$ cat src/rtl/lrf_stream_sched_if.sv
// Stream and pipeline bundle for the LRF frame sequencer.
// Carries the input AXI-stream, the output AXI-stream and the
// enable-gated pipeline hookup so the controller has one bus port.
interface lrf_stream_sched_if #(
    parameter int WORD_WIDTH = 128
);
    // input stream (frame source -> sequencer)
    logic [WORD_WIDTH-1:0] s_axis_tdata;
    logic                  s_axis_tvalid;
    logic                  s_axis_tlast;
    logic                  s_axis_tready;

    // external enable-gated convolution pipeline
    logic                  pipe_en;
    logic [WORD_WIDTH-1:0] pipe_din;
    logic [WORD_WIDTH-1:0] pipe_dout;

    // output stream (sequencer -> consumer)
    logic [WORD_WIDTH-1:0] m_axis_tdata;
    logic                  m_axis_tvalid;
    logic                  m_axis_tready;
    logic                  m_axis_tlast;
    logic [1:0]            m_axis_tuser;

    // sequencer view
    modport master (
        input  s_axis_tdata, s_axis_tvalid, s_axis_tlast,
        output s_axis_tready,
        output pipe_en, pipe_din,
        input  pipe_dout,
        output m_axis_tdata, m_axis_tvalid, m_axis_tlast, m_axis_tuser,
        input  m_axis_tready
    );

    // environment view (source, pipeline and consumer)
    modport slave (
        output s_axis_tdata, s_axis_tvalid, s_axis_tlast,
        input  s_axis_tready,
        input  pipe_en, pipe_din,
        output pipe_dout,
        input  m_axis_tdata, m_axis_tvalid, m_axis_tlast, m_axis_tuser,
        output m_axis_tready
    );
endinterface

$ cat src/rtl/lrf_stream_sched.sv
// Sequencing controller between the frame source and the enable-gated
// Gaussian pipeline. Takes N_PAIRS interleaved old/new frame pairs,
// advances the pipeline only when a beat enters or a drain bubble is
// needed, and tracks each in-flight beat with a tag that travels in
// lockstep with the pipeline so valid/last/frame-select can be rebuilt
// at the pipeline output.
module lrf_stream_sched #(
    parameter int WORD_WIDTH      = 128,
    parameter int WORDS_PER_IMAGE = 16384,
    parameter int N_PAIRS         = 2,
    parameter int PIPE_LAT        = 4
) (
    input  logic                 s_axis_aclk,
    input  logic                 s_axis_areset,
    input  logic                 start,
    lrf_stream_sched_if.master   bus,
    output logic                 busy,
    output logic                 done,
    output logic                 err
);

    // counter widths stay at least one bit so single-beat frames and
    // single-pair runs still elaborate cleanly
    localparam int BEAT_W = (WORDS_PER_IMAGE > 1) ? $clog2(WORDS_PER_IMAGE) : 1;
    localparam int PAIR_W = (N_PAIRS > 1) ? $clog2(N_PAIRS) : 1;
    localparam int OCC_W  = $clog2(PIPE_LAT + 1);

    localparam logic [BEAT_W-1:0] BEAT_MAX = BEAT_W'(WORDS_PER_IMAGE - 1);
    localparam logic [PAIR_W-1:0] PAIR_MAX = PAIR_W'(N_PAIRS - 1);

    typedef enum logic [1:0] {
        ST_IDLE  = 2'd0,
        ST_RUN   = 2'd1,
        ST_DRAIN = 2'd2
    } state_t;

    // one tag per pipeline stage describing the word held there
    typedef struct packed {
        logic vld;
        logic sel;
        logic first;
        logic last;
    } tag_t;

    state_t              state_reg;
    logic [BEAT_W-1:0]   beat_cnt_reg;
    logic [PAIR_W-1:0]   pair_cnt_reg;
    logic                sel_reg;
    logic                busy_reg;
    logic                done_reg;
    logic                err_reg;

    tag_t                tag_reg [PIPE_LAT];
    tag_t                tag_in;
    tag_t                tag_out;

    logic                blocked;
    logic                run_ready;
    logic                in_fire;
    logic                pipe_en;
    logic                frame_end;
    logic                tag_first;
    logic                tag_last;
    logic [OCC_W-1:0]    occ;
    logic [OCC_W-1:0]    occ_next;

    // ------------------------------------------------------------------
    // handshake and pipeline enable
    // ------------------------------------------------------------------
    assign tag_out   = tag_reg[PIPE_LAT-1];

    // the output register is the last pipeline stage; when it holds a
    // beat the consumer has not taken, nothing may move
    assign blocked   = tag_out.vld & ~bus.m_axis_tready;
    assign run_ready = (state_reg == ST_RUN) & ~blocked;
    assign in_fire   = bus.s_axis_tvalid & run_ready;
    assign pipe_en   = ~blocked & (in_fire | ((state_reg == ST_DRAIN) & (occ != '0)));

    assign bus.s_axis_tready = run_ready;
    assign bus.pipe_en       = pipe_en;
    assign bus.pipe_din      = in_fire ? bus.s_axis_tdata : '0;

    // output stream rebuilt from the tag riding alongside the word
    assign bus.m_axis_tdata  = bus.pipe_dout;
    assign bus.m_axis_tvalid = tag_out.vld;
    assign bus.m_axis_tlast  = tag_out.vld & tag_out.last;
    assign bus.m_axis_tuser  = tag_out.vld ? {tag_out.first, tag_out.sel} : 2'b00;

    assign busy = busy_reg;
    assign done = done_reg;
    assign err  = err_reg;

    // ------------------------------------------------------------------
    // tag generation for the beat currently offered
    // ------------------------------------------------------------------
    assign frame_end = (beat_cnt_reg == BEAT_MAX);
    assign tag_first = (beat_cnt_reg == '0);
    assign tag_last  = sel_reg & (pair_cnt_reg == PAIR_MAX) & frame_end;

    // build the entry-0 tag: a real beat on in_fire, an all-zero bubble otherwise
    always_comb begin
        tag_in = '0;
        if (in_fire) begin
            tag_in.vld   = 1'b1;
            tag_in.sel   = sel_reg;
            tag_in.first = tag_first;
            tag_in.last  = tag_last;
        end
    end

    // count occupied stages now and after the pending shift
    always_comb begin
        occ      = '0;
        occ_next = '0;
        for (int i = 0; i < PIPE_LAT; i++) begin
            occ = occ + OCC_W'(tag_reg[i].vld);
        end
        occ_next = occ;
        if (pipe_en) begin
            // modular arithmetic keeps this exact even if the
            // intermediate sum briefly wraps
            occ_next = occ + OCC_W'(tag_in.vld) - OCC_W'(tag_out.vld);
        end
    end

    // ------------------------------------------------------------------
    // tag shift register, advanced in lockstep with the pipeline
    // ------------------------------------------------------------------
    genvar gi;
    generate
        for (gi = 0; gi < PIPE_LAT; gi++) begin : g_tag
            if (gi == 0) begin : g_head
                // stage 0 captures the tag of the word entering the pipeline
                always_ff @(posedge s_axis_aclk or posedge s_axis_areset) begin
                    if (s_axis_areset) begin
                        tag_reg[gi] <= '0;
                    end else if (pipe_en) begin
                        tag_reg[gi] <= tag_in;
                    end
                end
            end else begin : g_body
                // later stages follow the word one pipeline stage down
                always_ff @(posedge s_axis_aclk or posedge s_axis_areset) begin
                    if (s_axis_areset) begin
                        tag_reg[gi] <= '0;
                    end else if (pipe_en) begin
                        tag_reg[gi] <= tag_reg[gi-1];
                    end
                end
            end
        end
    endgenerate

    // ------------------------------------------------------------------
    // run sequencing: state, frame counters and status flags
    // ------------------------------------------------------------------
    // run/drain state machine with counters, done pulse and sticky error
    always_ff @(posedge s_axis_aclk or posedge s_axis_areset) begin
        if (s_axis_areset) begin
            state_reg    <= ST_IDLE;
            beat_cnt_reg <= '0;
            pair_cnt_reg <= '0;
            sel_reg      <= 1'b0;
            busy_reg     <= 1'b0;
            done_reg     <= 1'b0;
            err_reg      <= 1'b0;
        end else begin
            done_reg <= 1'b0;
            case (state_reg)
                ST_IDLE: begin
                    if (start) begin
                        state_reg    <= ST_RUN;
                        beat_cnt_reg <= '0;
                        pair_cnt_reg <= '0;
                        sel_reg      <= 1'b0;
                        err_reg      <= 1'b0;
                        busy_reg     <= 1'b1;
                    end
                end
                ST_RUN: begin
                    if (in_fire) begin
                        // source's tlast must agree with our own frame count
                        if (bus.s_axis_tlast != tag_last) begin
                            err_reg <= 1'b1;
                        end
                        if (frame_end) begin
                            beat_cnt_reg <= '0;
                            sel_reg      <= ~sel_reg;
                            // a pair completes when the new frame ends
                            if (sel_reg) begin
                                pair_cnt_reg <= (pair_cnt_reg == PAIR_MAX) ? '0
                                              : pair_cnt_reg + PAIR_W'(1);
                            end
                        end else begin
                            beat_cnt_reg <= beat_cnt_reg + BEAT_W'(1);
                        end
                        if (tag_last) begin
                            state_reg <= ST_DRAIN;
                        end
                    end
                end
                ST_DRAIN: begin
                    if (occ_next == '0) begin
                        state_reg <= ST_IDLE;
                        busy_reg  <= 1'b0;
                        done_reg  <= 1'b1;
                    end
                end
                default: begin
                    state_reg <= ST_IDLE;
                    busy_reg  <= 1'b0;
                end
            endcase
        end
    end

endmodule

$ cat src/flat_wrapper.sv
// flat-port wrapper written by rule: the top's interface ports become plain ports
module lrf_stream_sched_flat 
#(
    parameter int WORD_WIDTH      = 128,
    parameter int WORDS_PER_IMAGE = 16384,
    parameter int N_PAIRS         = 2,
    parameter int PIPE_LAT        = 4
)
  (s_axis_aclk, s_axis_areset, start, busy, done, err, bus_s_axis_tdata, bus_s_axis_tvalid, bus_s_axis_tlast, bus_s_axis_tready, bus_pipe_en, bus_pipe_din, bus_pipe_dout, bus_m_axis_tdata, bus_m_axis_tvalid, bus_m_axis_tlast, bus_m_axis_tuser, bus_m_axis_tready);
  lrf_stream_sched_if #(.WORD_WIDTH(WORD_WIDTH)) bus_i ();
  input  logic s_axis_aclk;
  input  logic s_axis_areset;
  input  logic start;
  output logic busy;
  output logic done;
  output logic err;
  input wire logic [$bits(bus_i.s_axis_tdata)-1:0] bus_s_axis_tdata;
  input wire logic [$bits(bus_i.s_axis_tvalid)-1:0] bus_s_axis_tvalid;
  input wire logic [$bits(bus_i.s_axis_tlast)-1:0] bus_s_axis_tlast;
  output wire logic [$bits(bus_i.s_axis_tready)-1:0] bus_s_axis_tready;
  output wire logic [$bits(bus_i.pipe_en)-1:0] bus_pipe_en;
  output wire logic [$bits(bus_i.pipe_din)-1:0] bus_pipe_din;
  input wire logic [$bits(bus_i.pipe_dout)-1:0] bus_pipe_dout;
  output wire logic [$bits(bus_i.m_axis_tdata)-1:0] bus_m_axis_tdata;
  output wire logic [$bits(bus_i.m_axis_tvalid)-1:0] bus_m_axis_tvalid;
  output wire logic [$bits(bus_i.m_axis_tlast)-1:0] bus_m_axis_tlast;
  output wire logic [$bits(bus_i.m_axis_tuser)-1:0] bus_m_axis_tuser;
  input wire logic [$bits(bus_i.m_axis_tready)-1:0] bus_m_axis_tready;
  assign bus_i.s_axis_tdata = bus_s_axis_tdata;
  assign bus_i.s_axis_tvalid = bus_s_axis_tvalid;
  assign bus_i.s_axis_tlast = bus_s_axis_tlast;
  assign bus_s_axis_tready = bus_i.s_axis_tready;
  assign bus_pipe_en = bus_i.pipe_en;
  assign bus_pipe_din = bus_i.pipe_din;
  assign bus_i.pipe_dout = bus_pipe_dout;
  assign bus_m_axis_tdata = bus_i.m_axis_tdata;
  assign bus_m_axis_tvalid = bus_i.m_axis_tvalid;
  assign bus_m_axis_tlast = bus_i.m_axis_tlast;
  assign bus_m_axis_tuser = bus_i.m_axis_tuser;
  assign bus_i.m_axis_tready = bus_m_axis_tready;
  lrf_stream_sched #(.WORD_WIDTH(WORD_WIDTH), .WORDS_PER_IMAGE(WORDS_PER_IMAGE), .N_PAIRS(N_PAIRS), .PIPE_LAT(PIPE_LAT)) u_core (.s_axis_aclk(s_axis_aclk), .s_axis_areset(s_axis_areset), .start(start), .bus(bus_i), .busy(busy), .done(done), .err(err));
endmodule
$ cat config.mk
export PLATFORM = sky130hd
export DESIGN_NAME = lrf_stream_sched_flat
export DESIGN_NICKNAME = d
export VERILOG_FILES = /design/src/rtl/lrf_stream_sched_if.sv /design/src/rtl/lrf_stream_sched.sv /design/src/flat_wrapper.sv
export SDC_FILE = /design/constraint.sdc
export NUM_CORES = 1
export LEC_CHECK = 0
export ABC_AREA = 1
export CORE_AREA = 5 5 200 202
export CTS_CLUSTER_DIAMETER = 200
export DETAILED_ROUTE_END_ITERATION = 16
export DIE_AREA = 0 0 205 207
export GPL_TIMING_DRIVEN = 0
export SYNTH_ARGS = -nofsm -noshare
export SYNTH_HDL_FRONTEND = slang
export SYNTH_SLANG_ARGS = --single-unit
$ cat constraint.sdc
create_clock -name s_axis_aclk -period 2.3 [get_ports s_axis_aclk]
set_input_delay 0.46 -clock s_axis_aclk [delete_from_list [all_inputs] [get_ports s_axis_aclk]]
set_output_delay 0.46 -clock s_axis_aclk [all_outputs]
set_load 0.005 [all_outputs]
### After elaboration in Yosys (flattened, before gate mapping)

Index checks and enable logic that the tools add are counted.

* bits in registers: 37
* bits in latches: 0
* memory bits (writable): 0
* ROM bits: 0
* word-level logic and storage cells: 95
* memories: 0

* add/sub/neg operators: 7
* multiply operators: 0
* divide/modulo/power cells: 0
* order comparisons: 0
* equal/unequal tests: 11
* shift-type cells: 0
* muxes and demuxes: 30
* bitwise operators: 13
* reductions and logical operators: 11

Operator list (count)
* 128-bit 2-to-1 mux: 1
* 14-bit 2-to-1 mux: 3
* 14-bit one-hot mux with 2 select lines: 1
* 14-bit by 1-bit adder with 14-bit output, second input constant: 1
* 14-bit equality test, second input constant: 1
* 14-bit logical NOT: 1
* 1-bit 2-to-1 mux: 13
* 4-bit AND reduction: 3
* 2-bit 2-to-1 mux: 5
* 3-bit by 1-bit adder with 3-bit output: 3
* 1-bit bitwise AND: 8
* 2-bit by 1-bit inequality test with 1-bit output, second input constant: 4
* 2-bit inequality test, second input constant: 3
* 1-bit one-hot mux with 2 select lines: 3
* 2-bit one-hot mux with 3 select lines: 1
* 3-bit AND reduction: 2
* 5-bit AND reduction: 1
* 4-bit 2-to-1 mux: 1
* 1-bit inverter: 4
* 3-bit logical NOT: 1
* 3-bit 2-to-1 mux: 1
* 1-bit one-hot mux with 3 select lines: 1
* 3-bit nonzero test: 1
* 3-bit by 1-bit subtractor with 3-bit output: 1
* 8 further kinds: 8

### Longest topological paths before layout

Gate-level depths: netlist of run 1.

* depth in word-level cells: 12
* mapped depth: 16

### Worst setup path after synthesis of run 1

OpenSTA, ideal clock, no wires.

* path type: input port to flip-flop
* start point: in bus_m_axis_tready
* end point: reg u_core.busy_reg (netlist: u_core.busy)
* library setup time: 124 ps
* data arrival time: 2431 ps
* data required time: 2176 ps
* setup slack: -255 ps
* cell stages on the path: 16
* path buffers: 1
* cell sequence: inv_1 > nand2_1 > nand3_4 > buf_1 > ha_1 > inv_1 > ha_1 > fa_1 > nor2_1 > o21ai_0 > a21oi_1 > nand2_1 > nand3_1 > nand2_1 > nand2_1 > nand2_1

* longest elaborated chain between the ends: 12
* elaborated cells between the ends (all ways): 14
* those cells by class: 2 x add/sub; 1 x eq/ne; 2 x mux; 7 x bitwise; 2 x reduce/logical

Ends and longest elaborated chain
* start, declared: line flat_wrapper.sv:28 `input wire logic [$bits(bus_i.m_axis_tready)-1:0] bus_m_axis_tready;`
* 1-bit inverter (*): line lrf_stream_sched.sv:74 `assign blocked = tag_out.vld & ~bus.m_axis_tready;`
* 1-bit bitwise AND (*): line lrf_stream_sched.sv:74
* 1-bit inverter (*): line lrf_stream_sched.sv:75, lrf_stream_sched.sv:77
* 1-bit bitwise AND: line lrf_stream_sched.sv:75 `assign run_ready = (state_reg == ST_RUN) & ~blocked;`
* 1-bit bitwise AND: line lrf_stream_sched.sv:76 `assign in_fire = bus.s_axis_tvalid & run_ready;`
* 4-bit 2-to-1 mux: line lrf_stream_sched.sv:103 `if (in_fire) begin`
* 3-bit by 1-bit adder with 3-bit output: line lrf_stream_sched.sv:122 `occ_next = occ + OCC_W'(tag_in.vld) - OCC_W'(tag_out.vld);`
* 3-bit by 1-bit subtractor with 3-bit output: line lrf_stream_sched.sv:122
* 3-bit 2-to-1 mux (*): line lrf_stream_sched.sv:119 `if (pipe_en) begin`
* 3-bit logical NOT (*): line lrf_stream_sched.sv:203 `if (occ_next == '0) begin`
* 2-bit inequality test (no line) (*)
* 3-bit AND reduction (no line) (*)
* end signal, assigned: line lrf_stream_sched.sv:164 `busy_reg <= 1'b0;`
* end signal, assigned: line lrf_stream_sched.sv:205 `busy_reg <= 1'b0;`
* end signal, assigned: line lrf_stream_sched.sv:211 `busy_reg <= 1'b0;`
* end, declared: line lrf_stream_sched.sv:49 `logic busy_reg;`

Every way passes the cells marked *; elsewhere a longest branch is shown, timed or not.
A chain may end at the register's enable or synchronous reset.

### Worst setup path in the final report of run 1

* start point: reg u_core.tag_reg[15] in the netlist's numbering
* end point: out bus_pipe_en

* longest elaborated chain between the ends: 7

Ends and longest elaborated chain
* start, declared: line lrf_stream_sched.sv:53 `tag_t tag_reg [PIPE_LAT];`
* start signal, assigned by index: line lrf_stream_sched.sv:138 `tag_reg[gi] <= tag_in;`
* 1-bit by 1-bit adder with 2-bit output: line lrf_stream_sched.sv:116 `occ = occ + OCC_W'(tag_reg[i].vld);`
* 3-bit by 1-bit adder with 3-bit output (2 in series): line lrf_stream_sched.sv:116
* 3-bit nonzero test: line lrf_stream_sched.sv:77 `assign pipe_en = ~blocked & (in_fire | ((state_reg == ST_DRAIN) & (occ != '0)));`
* 1-bit bitwise AND: line lrf_stream_sched.sv:77
* 1-bit bitwise OR: line lrf_stream_sched.sv:77
* 1-bit bitwise AND: line lrf_stream_sched.sv:77
* end, declared: line flat_wrapper.sv:21 `output wire logic [$bits(bus_i.pipe_en)-1:0] bus_pipe_en;`

Every way passes these cells.

==> results of run 1 <==
==> cell type report <==
class                      count  area share (%)
timing repair buffer         424           44.28
clock inverter                 2          0.1515
tap                          518           7.134
antenna                        4          0.1102
buffer                       143           12.13
clock buffer                   6           1.529
inverter                     169           7.038
multi-input combinational    297           17.42
sequential                    37           10.21
==> metal layers <==
metal	up-vias	wire length (um)	track usage, %
met5	-	81	0
li1	2579	-	-
met1	2308	9601	13.17
met2	293	11350	18.19
met4	10	330	1.594
met3	29	4243	6.006
==> cells in the final DEF, fill, tap and decap left out, types with 11 or more instances in the layout <==
| cell | n |
|---|---|
| nor2_4 | 17 |
| dlygate4sd2_1 | 83 |
| clkdlybuf4s50_1 | 266 |
| clkdlybuf4s15_1 | 14 |
| buf_4 | 160 |
| nor2_1 | 125 |
| inv_1 | 159 |
| nor2_2 | 11 |
| clkbuf_2 | 11 |
| dfrtp_1 | 36 |
| o21ai_0 | 14 |
| buf_2 | 13 |
| nand3_1 | 12 |
| nand2_1 | 67 |
==> worst max path at each step <==
stage	endpoint
2_1_floorplan	u_core.busy$_DFFE_PP0P_
6_report	bus_pipe_en
5_1_grt	u_core.busy$_DFFE_PP0P_
3_5_place_dp	bus_pipe_din[88]
4_1_cts	bus_pipe_en
3_3_place_gp	bus_pipe_din[88]
==> critical path, cell delays in order, from the launching register on <==
cell and delay (ns):
dfrtp_1 0.41, ha_4 0.28, inv_2 0.03, fa_2 0.52
inv_2 0.05, nor2_2 0.12, nand2_2 0.06, nand3_2 0.09
nand2_4 0.06, buf_6 0.12, buf_6 0.11
==> cells by family (layout without fill, tap and decap cells) <==
kind of cell / after synthesis / in the layout / share of synthesized area [%]
xor gates and xnor gates: 1 / 1 / 0.2200
adders and majority gates: 9 / 9 / 3.205
AOI/OAI and AO/OA: 31 / 31 / 3.991
and+or+nand+nor: 256 / 256 / 27.18
buffers and inverters: 314 / 744 / 42.14
other: 0 / 4 / 0
DFF: 37 / 37 / 23.26
==> timing repair <==
action,4_1_cts,5_1_grt
setup endpoints to repair,143,100
buffers inserted,21,4
endpoints found under the hold margin,0,0
cloned,0,1
hold buffers,0,0
resized for setup,285,45
pin swaps,15,10
==> power by group through the flow <==
stage / Sequential [uW] / Combinational, uW / Clock, uW
floorplan: 919 / 1110 / 0
finish: 935 / 2730 / 692
global placement: 950 / 2510 / 0
global route: 957 / 3020 / 730
detailed placement: 957 / 2550 / 0
CTS: 933 / 2730 / 711
==> stage by stage <==
stage	worst slack [ns]	setup TNS [ns]
6_report	-0.3136	-0.9870
5_1_grt	-0.3982	-1.360
4_1_cts	-0.3361	-1.214
3_5_place_dp	-1.324	-112.16
3_3_place_gp	-1.333	-112.09
2_1_floorplan	-0.1641	-0.2849
==> impl_metrics.json, run 1 <==
{
  "register_area_um2": 927.1,
  "die_x_um": 205,
  "cts_buffer_depth": 2,
  "cts_buffers": 5,
  "grt_antenna_before_repair": 16,
  "fin_crit_ns": 2.614,
  "synth_edf_count": 0,
  "root_buffer": "clkbuf_16",
  "dpl.cell_count": 1564,
  "fin_util_pct": 23.84,
  "seq_area_frac_synth_pct": 23.26,
  "netlist_area_mm2": 0.003981,
  "largest_register_ff_count": 14,
  "antenna_left": 0,
  "setup_violations": 4,
  "fin_skew_ns": 0.006516,
  "yosys.cell_count.top_type": "inv_1",
  "critPathKind": "reg2out",
  "grt_pass1_vias": 5346,
  "fin_cells": 1600,
  "critPathRequiredTime_ns": 1.84,
  "fp.dieH_um": 207,
  "clock.fmax_mhz": 382.6,
  "clock_latency_ns": 0.28,
  "cellPowerDensity_mw_per_mm2": 479.7,
  "synth_warnings": 0,
  "drt-wirelength-per-cell_um": 16.01,
  "drtIter0Drc": 154,
  "multi_input_area_mm2": 0.001583,
  "cts.sink_count": 37,
  "synthDominantCellAreaShare_pct": 24.32,
  "place_area_mm2": 0.008632,
  "p_comb_share_pct": 62.7,
  "cp_max_fo": 3,
  "track_usage_pct": 11.11,
  "seq_power_share_pct": 21.5,
  "io_pins": 527,
  "end_kind": "output pin",
  "reg2reg_to": "u_core.busy$_DFFE_PP0P_",
  "min_from": "u_core.tag_reg[8]$_DFFE_PP0N_",
  "tritoncts": "built",
  "outcome": "complete, but fails checks",
  "rr_worst_depth": 14,
  "violations": "setup timing",
  "synthArstFlopShare_pct": 100.0,
  "internal_power_uw": 2704,
  "finalPower_uw": 4358,
  "area_growth_pct": 128.2,
  "rsz0062_at_grt": "yes",
  "hold_slack_ns": 0.4737,
  "ff2ff_setup_slack_ns": -0.31,
  "max_cap_violations": 0,
  "switching_share_pct": 37.95,
  "dp_hpwl_um": 22800,
  "synth_top_area_cell": "buf_4",
  "dr_total_vias": 5219,
  "viasPerCell": 3.262,
  "nets": 1348,
  "path_clk_slew_ns": 0.06,
  "fin_ws_ns": -0.3136,
  "drive_above_1_share_pct": 24.86,
  "final_area_mm2": 0.009085,
  "dr.pass1.iters": 4,
  "rows": 72,
  "crit_path_start": "u_core.tag_reg[15]$_DFFE_PP0N_",
  "initial_utilization_pct": 10.45,
  "synth_cells": 648,
  "synth.area.top_cells": "buf_4 24%, dfrtp_1 23%, inv_1 16%",
  "reg2reg_from": "u_core.tag_reg[15]$_DFFE_PP0N_",
  "wirelength_um": 25610,
  "slew_headroom_pct": 46.81,
  "grt_pass1_wl_um": 35160,
  "startpoint_type": "register",
  "core_mm2": 0.03811,
  "p_leak_uw": 0.004774,
  "htreeDepth": 2,
  "synthFlopType": "dfrtp_1",
  "grt_max_degree": 38,
  "p_sw_uw": 1654,
  "dieArea_mm2": 0.04244,
  "fillers": 4211,
  "syn-num-nets": 919,
  "vdd_ir_drop_max_v": 0.0002768,
  "ys_seq_elements": 37,
  "gp_congestion": 0.8359,
  "grt_remaining_overflow": 0,
  "hold_path_depth": 2,
  "ys_top_cells_by_count": "165 x inv_1, 148 x nor2_1, 129 x buf_4, 69 x nand2_1, 37 x dfrtp_1",
  "synth_cell_types": 30,
  "tightest_slew_ns": 0.7966,
  "holdPathEnd": "u_core.tag_reg[8]$_DFFE_PP0N_",
  "syn-mean-instance-area_um2": 6.144,
  "cp.arrival_ns": 2.15,
  "placement.io_buffers": 398,
  "power.share.clock_pct": 15.9,
  "slew_violations": 0,
  "hold_viol": 0,
  "period_share_pct": 113.6,
  "hp-class": "reg2reg",
  "drcViolationCount": 0
}
No activity file was read; power rests on OpenSTA's default activity.
==> run 2: changes to the inputs <==
==> constraint.sdc (replaced) <==
create_clock -name s_axis_aclk -period 2.3 [get_ports s_axis_aclk]
set_input_delay 0.69 -clock s_axis_aclk [delete_from_list [all_inputs] [get_ports s_axis_aclk]]
set_output_delay 0.69 -clock s_axis_aclk [all_outputs]
set_load 0.005 [all_outputs]
==> impl_metrics.json, run 2 (same netlist as run 1, synthesis figures left out) <==
{
  "outcome": "complete, but fails checks",
  "violations": "setup timing",
  "cts_buffers": 5,
  "grt_pass1_vias": 5644,
  "startpoint_type": "register",
  "hold_buffers": 0,
  "core_mm2": 0.03811,
  "tightest_slew_ns": 0.7946,
  "tritoncts": "built",
  "die_x_um": 205,
  "grt_remaining_overflow": 0,
  "critPathKind": "reg2out",
  "area_growth_pct": 160.4,
  "drcViolationCount": 0,
  "setup-tns-final_ns": -16.47,
  "drt-wirelength-per-cell_um": 14.95,
  "rows": 72,
  "dpl.cell_count": 1564,
  "vdd_ir_drop_max_v": 0.0003474,
  "dieArea_mm2": 0.04244,
  "grt_pass1_wl_um": 34950,
  "critPathRequiredTime_ns": 1.61,
  "drtIter0Drc": 177,
  "fin_skew_ns": 0.005208,
  "hold_slack_ns": 0.4796,
  "root_buffer": "clkbuf_16",
  "viasPerCell": 3.298,
  "layout_commonest_cell": "clkdlybuf4s50_1",
  "path_clk_slew_ns": 0.06,
  "final_area_mm2": 0.01037,
  "end_kind": "output pin",
  "cp.arrival_ns": 2.14,
  "hold_viol": 0,
  "layout_common_cells": "263 x clkdlybuf4s50_1, 159 x inv_1, 156 x buf_4, 98 x nor2_4, 84 x buf_2",
  "cts_buffer_depth": 2,
  "dr_total_vias": 5418,
  "slew_violations": 0,
  "p_leak_uw": 0.005129,
  "htreeDepth": 2,
  "place_area_mm2": 0.008667,
  "wirelength_um": 24560,
  "grt_antenna_before_repair": 17,
  "period_share_pct": 123.2,
  "cts.sink_count": 37,
  "multi_input_area_mm2": 0.002208,
  "gp_congestion": 0.8007,
  "fillers": 4090,
  "antenna_left": 0,
  "register_area_um2": 927.1,
  "largest_register_ff_count": 14,
  "fin_cells": 1643,
  "cellPowerDensity_mw_per_mm2": 536.2,
  "max_cap_violations": 0,
  "initial_utilization_pct": 10.45,
  "placement.io_buffers": 398,
  "setup_violations": 104,
  "drive_above_1_share_pct": 44.33,
  "fin_ws_ns": -0.5332,
  "fin_util_pct": 27.21,
  "slew_headroom_pct": 46.95,
  "dp_hpwl_um": 20510,
  "dr.pass1.iters": 4,
  "io_pins": 527,
  "rsz0062_at_grt": "yes",
  "hp-class": "reg2reg",
  "clock.fmax_mhz": 353.0,
  "fp.dieH_um": 207,
  "nets": 1389,
  "clock_latency_ns": 0.28,
  "cp_max_fo": 2,
  "track_usage_pct": 10.64,
  "fin_crit_ns": 2.833,
  "grt_max_degree": 38
}
run 2: path summary, 6_finish.rpt:
check | from | end | slack (ns) | cells past startpoint
worst max-delay path | u_core.tag_reg[11]$_DFFE_PP0N_ | bus_pipe_en | -0.53 | 10
worst min-delay path | u_core.busy$_DFFE_PP0P_ | u_core.busy$_DFFE_PP0P_ | 0.48 | 2
worst max register to register | u_core.tag_reg[11]$_DFFE_PP0N_ | u_core.busy$_DFFE_PP0P_ | -0.45 | 15
worst min register to register | u_core.busy$_DFFE_PP0P_ | u_core.busy$_DFFE_PP0P_ | 0.48 | 2
max in group asynchronous | s_axis_areset | u_core.bus.m_axis_tvalid$_DFFE_PP0N_ | 0.82 | 2
min in group asynchronous | s_axis_areset | u_core.beat_cnt_reg[9]$_DFFE_PP0P_ | 0.93 | 2
run 2: area by class of cell:
type,count,area share [%]
repair buffers,467,43.94
plain buffers,141,11.25
inverters,169,6.311
diodes,6,0.1448
multi-input cells,297,21.30
flip-flops and latches,37,8.942
clock buffers,5,1.207
well taps,518,6.251
clock inverters,3,0.6637
run 2: repair_timing:
item | CTS | global route
gates cloned | 10 | 3
pin swaps | 19 | 16
buffers inserted | 46 | 14
setup endpoints to repair | 145 | 135
resized for setup | 722 | 196
run 2: critical path, cell delays in order, from the launching register on:
cell,delay (ns)
dfrtp_1,0.39
ha_1,0.30
inv_2,0.04
fa_2,0.35
ha_1,0.29
inv_2,0.06
nand2_1,0.06
nand3_2,0.09
nand2_4,0.06
buf_6,0.12
buf_6,0.12
run 2: where the power goes:
| part | switching, uW | internal (uW) |
|---|---|---|
| sequential | 127 | 816 |
| clock | 272 | 625 |
| combinational | 1580 | 2140 |
| total | 1980 | 3580 |
run 2: layer usage:
| layer | GRT usage [%] | routed length [um] | part of all wire [%] |
|---|---|---|---|
| met1 | 12.33 | 9007 | 37 |
| met4 | 1.016 | 51 | 0.21 |
| met3 | 4.379 | 3164 | 13 |
| met5 | 0 | 41 | 0.17 |
| met2 | 18.99 | 12290 | 50 |
run 2: through the flow:
stage	total power, uW	setup slack, ns
after floorplan	2048	-0.2797
after global placement	3405	-1.779
after detailed placement	3452	-1.778
after CTS	5145	-0.5426
after global routing	5964	-0.6159
final	5559	-0.5332
==> run 3: changes to the inputs <==
--- a/config.mk
+++ b/config.mk
@@ -14,3 +14,4 @@
 export SYNTH_ARGS = -nofsm -noshare
 export SYNTH_HDL_FRONTEND = slang
 export SYNTH_SLANG_ARGS = --single-unit
+export TNS_END_PERCENT = 20
==> impl_metrics.json, run 3 (same netlist as run 1, synthesis figures left out) <==
{
  "layout_commonest_cell": "clkdlybuf4s50_1",
  "grt_pass1_vias": 5432,
  "cellPowerDensity_mw_per_mm2": 497.5,
  "violations": "setup timing",
  "critPathRequiredTime_ns": 1.61,
  "largest_register_ff_count": 14,
  "power.share.clock_pct": 15.0,
  "setup_violations": 89,
  "path_clk_slew_ns": 0.06,
  "clock.fmax_mhz": 348.3,
  "drt-wirelength-per-cell_um": 15.21,
  "tightest_slew_ns": 0.8001,
  "slew_headroom_pct": 46.66,
  "clock_latency_ns": 0.28,
  "initial_utilization_pct": 10.45,
  "grt_antenna_before_repair": 3,
  "placement.io_buffers": 398,
  "rows": 72,
  "multi_input_area_mm2": 0.001819,
  "internal_power_uw": 2920,
  "nets": 1353,
  "cp.arrival_ns": 2.18,
  "fillers": 4228,
  "switching_share_pct": 38.12,
  "seq_power_share_pct": 19.7,
  "viasPerCell": 3.301,
  "tritoncts": "built",
  "vdd_ir_drop_max_v": 0.0003632,
  "root_buffer": "clkbuf_16",
  "htreeDepth": 2,
  "gp_congestion": 0.8991,
  "hold_viol": 0,
  "max_cap_violations": 0,
  "outcome": "complete, but fails checks",
  "hp-class": "reg2reg",
  "fin_ws_ns": -0.5712,
  "ff2ff_setup_slack_ns": -0.46,
  "period_share_pct": 124.8,
  "end_kind": "output pin",
  "fin_crit_ns": 2.871,
  "fin_util_pct": 24.89,
  "dieArea_mm2": 0.04244,
  "dp_hpwl_um": 21140,
  "drive_above_1_share_pct": 36.75,
  "register_area_um2": 927.1,
  "p_comb_share_pct": 65.3,
  "critPathKind": "reg2out",
  "grt_pass1_wl_um": 34030,
  "area_growth_pct": 138.2,
  "cp_max_fo": 2,
  "core_mm2": 0.03811,
  "hold_slack_ns": 0.4746,
  "startpoint_type": "register",
  "grt_remaining_overflow": 0,
  "layout_common_cells": "266 x clkdlybuf4s50_1, 159 x inv_1, 149 x buf_4, 72 x nor2_1, 64 x nand2_1",
  "slew_violations": 0,
  "grt_max_degree": 38,
  "antenna_left": 0,
  "fin_skew_ns": 0.002588,
  "rsz0062_at_grt": "yes",
  "wirelength_um": 24370,
  "drcViolationCount": 0,
  "drtIter0Drc": 284,
  "p_sw_uw": 1798,
  "track_usage_pct": 10.46,
  "io_pins": 527,
  "cts_buffers": 5,
  "cts_buffer_depth": 2,
  "cts.sink_count": 37,
  "dr_total_vias": 5288,
  "p_leak_uw": 0.005090,
  "dr.pass1.iters": 5,
  "fp.dieH_um": 207,
  "die_x_um": 205
}
-- run 3: final timing paths --
kind / from / endpoint / depth (start not counted)
max in group asynchronous: s_axis_areset / u_core.bus.m_axis_tvalid$_DFFE_PP0N_ / 2
max: u_core.tag_reg[15]$_DFFE_PP0N_ / bus_pipe_en / 10
max reg2reg: u_core.tag_reg[15]$_DFFE_PP0N_ / u_core.tag_reg[15]$_DFFE_PP0N_ / 18
min reg2reg: u_core.busy$_DFFE_PP0P_ / u_core.busy$_DFFE_PP0P_ / 2
min in group asynchronous: s_axis_areset / u_core.beat_cnt_reg[13]$_DFFE_PP0P_ / 2
min: u_core.busy$_DFFE_PP0P_ / u_core.busy$_DFFE_PP0P_ / 2
-- run 3: layer usage --
layer  GRT usage, %  share of wire [%]  wire length [um]  vias up
met5              0              0.053                13        -
met4          1.224               0.84               204        2
met3          3.738                 11              2620       14
met2          18.49                 48             11780      289
met1          12.53                 40              9752     2406
li1               -                  -                 -     2577
-- run 3: area by class of cell --
cell class / instances / area share [%]
flip-flops and latches: 37 / 9.776
repair buffers: 429 / 43.18
clock buffers: 7 / 1.609
well taps: 518 / 6.834
clock inverters: 1 / 0.05277
plain buffers: 143 / 12.47
inverters: 169 / 6.873
multi-input cells: 297 / 19.18
diodes: 1 / 0.02639
-- run 3: stage by stage --
step	setup slack [ns]	TNS [ns]	instance area, um2	instances	power (uW)
floorplan	-0.2824	-0.8881	4034	648	2046
global placement	-1.782	-188.10	8666	1564	3476
detailed placement	-1.810	-184.55	8666	1564	3520
CTS	-0.5402	-26.47	9266	1599	4627
global route	-0.6351	-23.40	9482	1601	5096
finish	-0.5712	-17.02	9484	1602	4718
-- run 3: timing repair --
item	in CTS	in global routing
endpoints found under the setup margin	151	145
pin swaps	15	19
gates cloned	1	0
buffers inserted	28	3
hold buffers	0	0
resized for setup	578	85
-- run 3: power groups by stage --
stage / Combinational, uW / Clock, uW / Sequential, uW
after floorplan: 1120 / 0 / 927
after global placement: 2520 / 0 / 958
after detailed placement: 2550 / 0 / 967
after CTS: 2970 / 731 / 929
after global routing: 3380 / 757 / 955
final: 3080 / 708 / 929
-- run 3: worst max-delay path: stages (launching register included) --
cell,delay [ns]
dfrtp_1,0.39
ha_1,0.31
inv_2,0.05
fa_2,0.54
inv_2,0.06
nor2_4,0.12
nand2_4,0.06
nand3_4,0.09
nand2_4,0.06
buf_6,0.12
buf_6,0.12
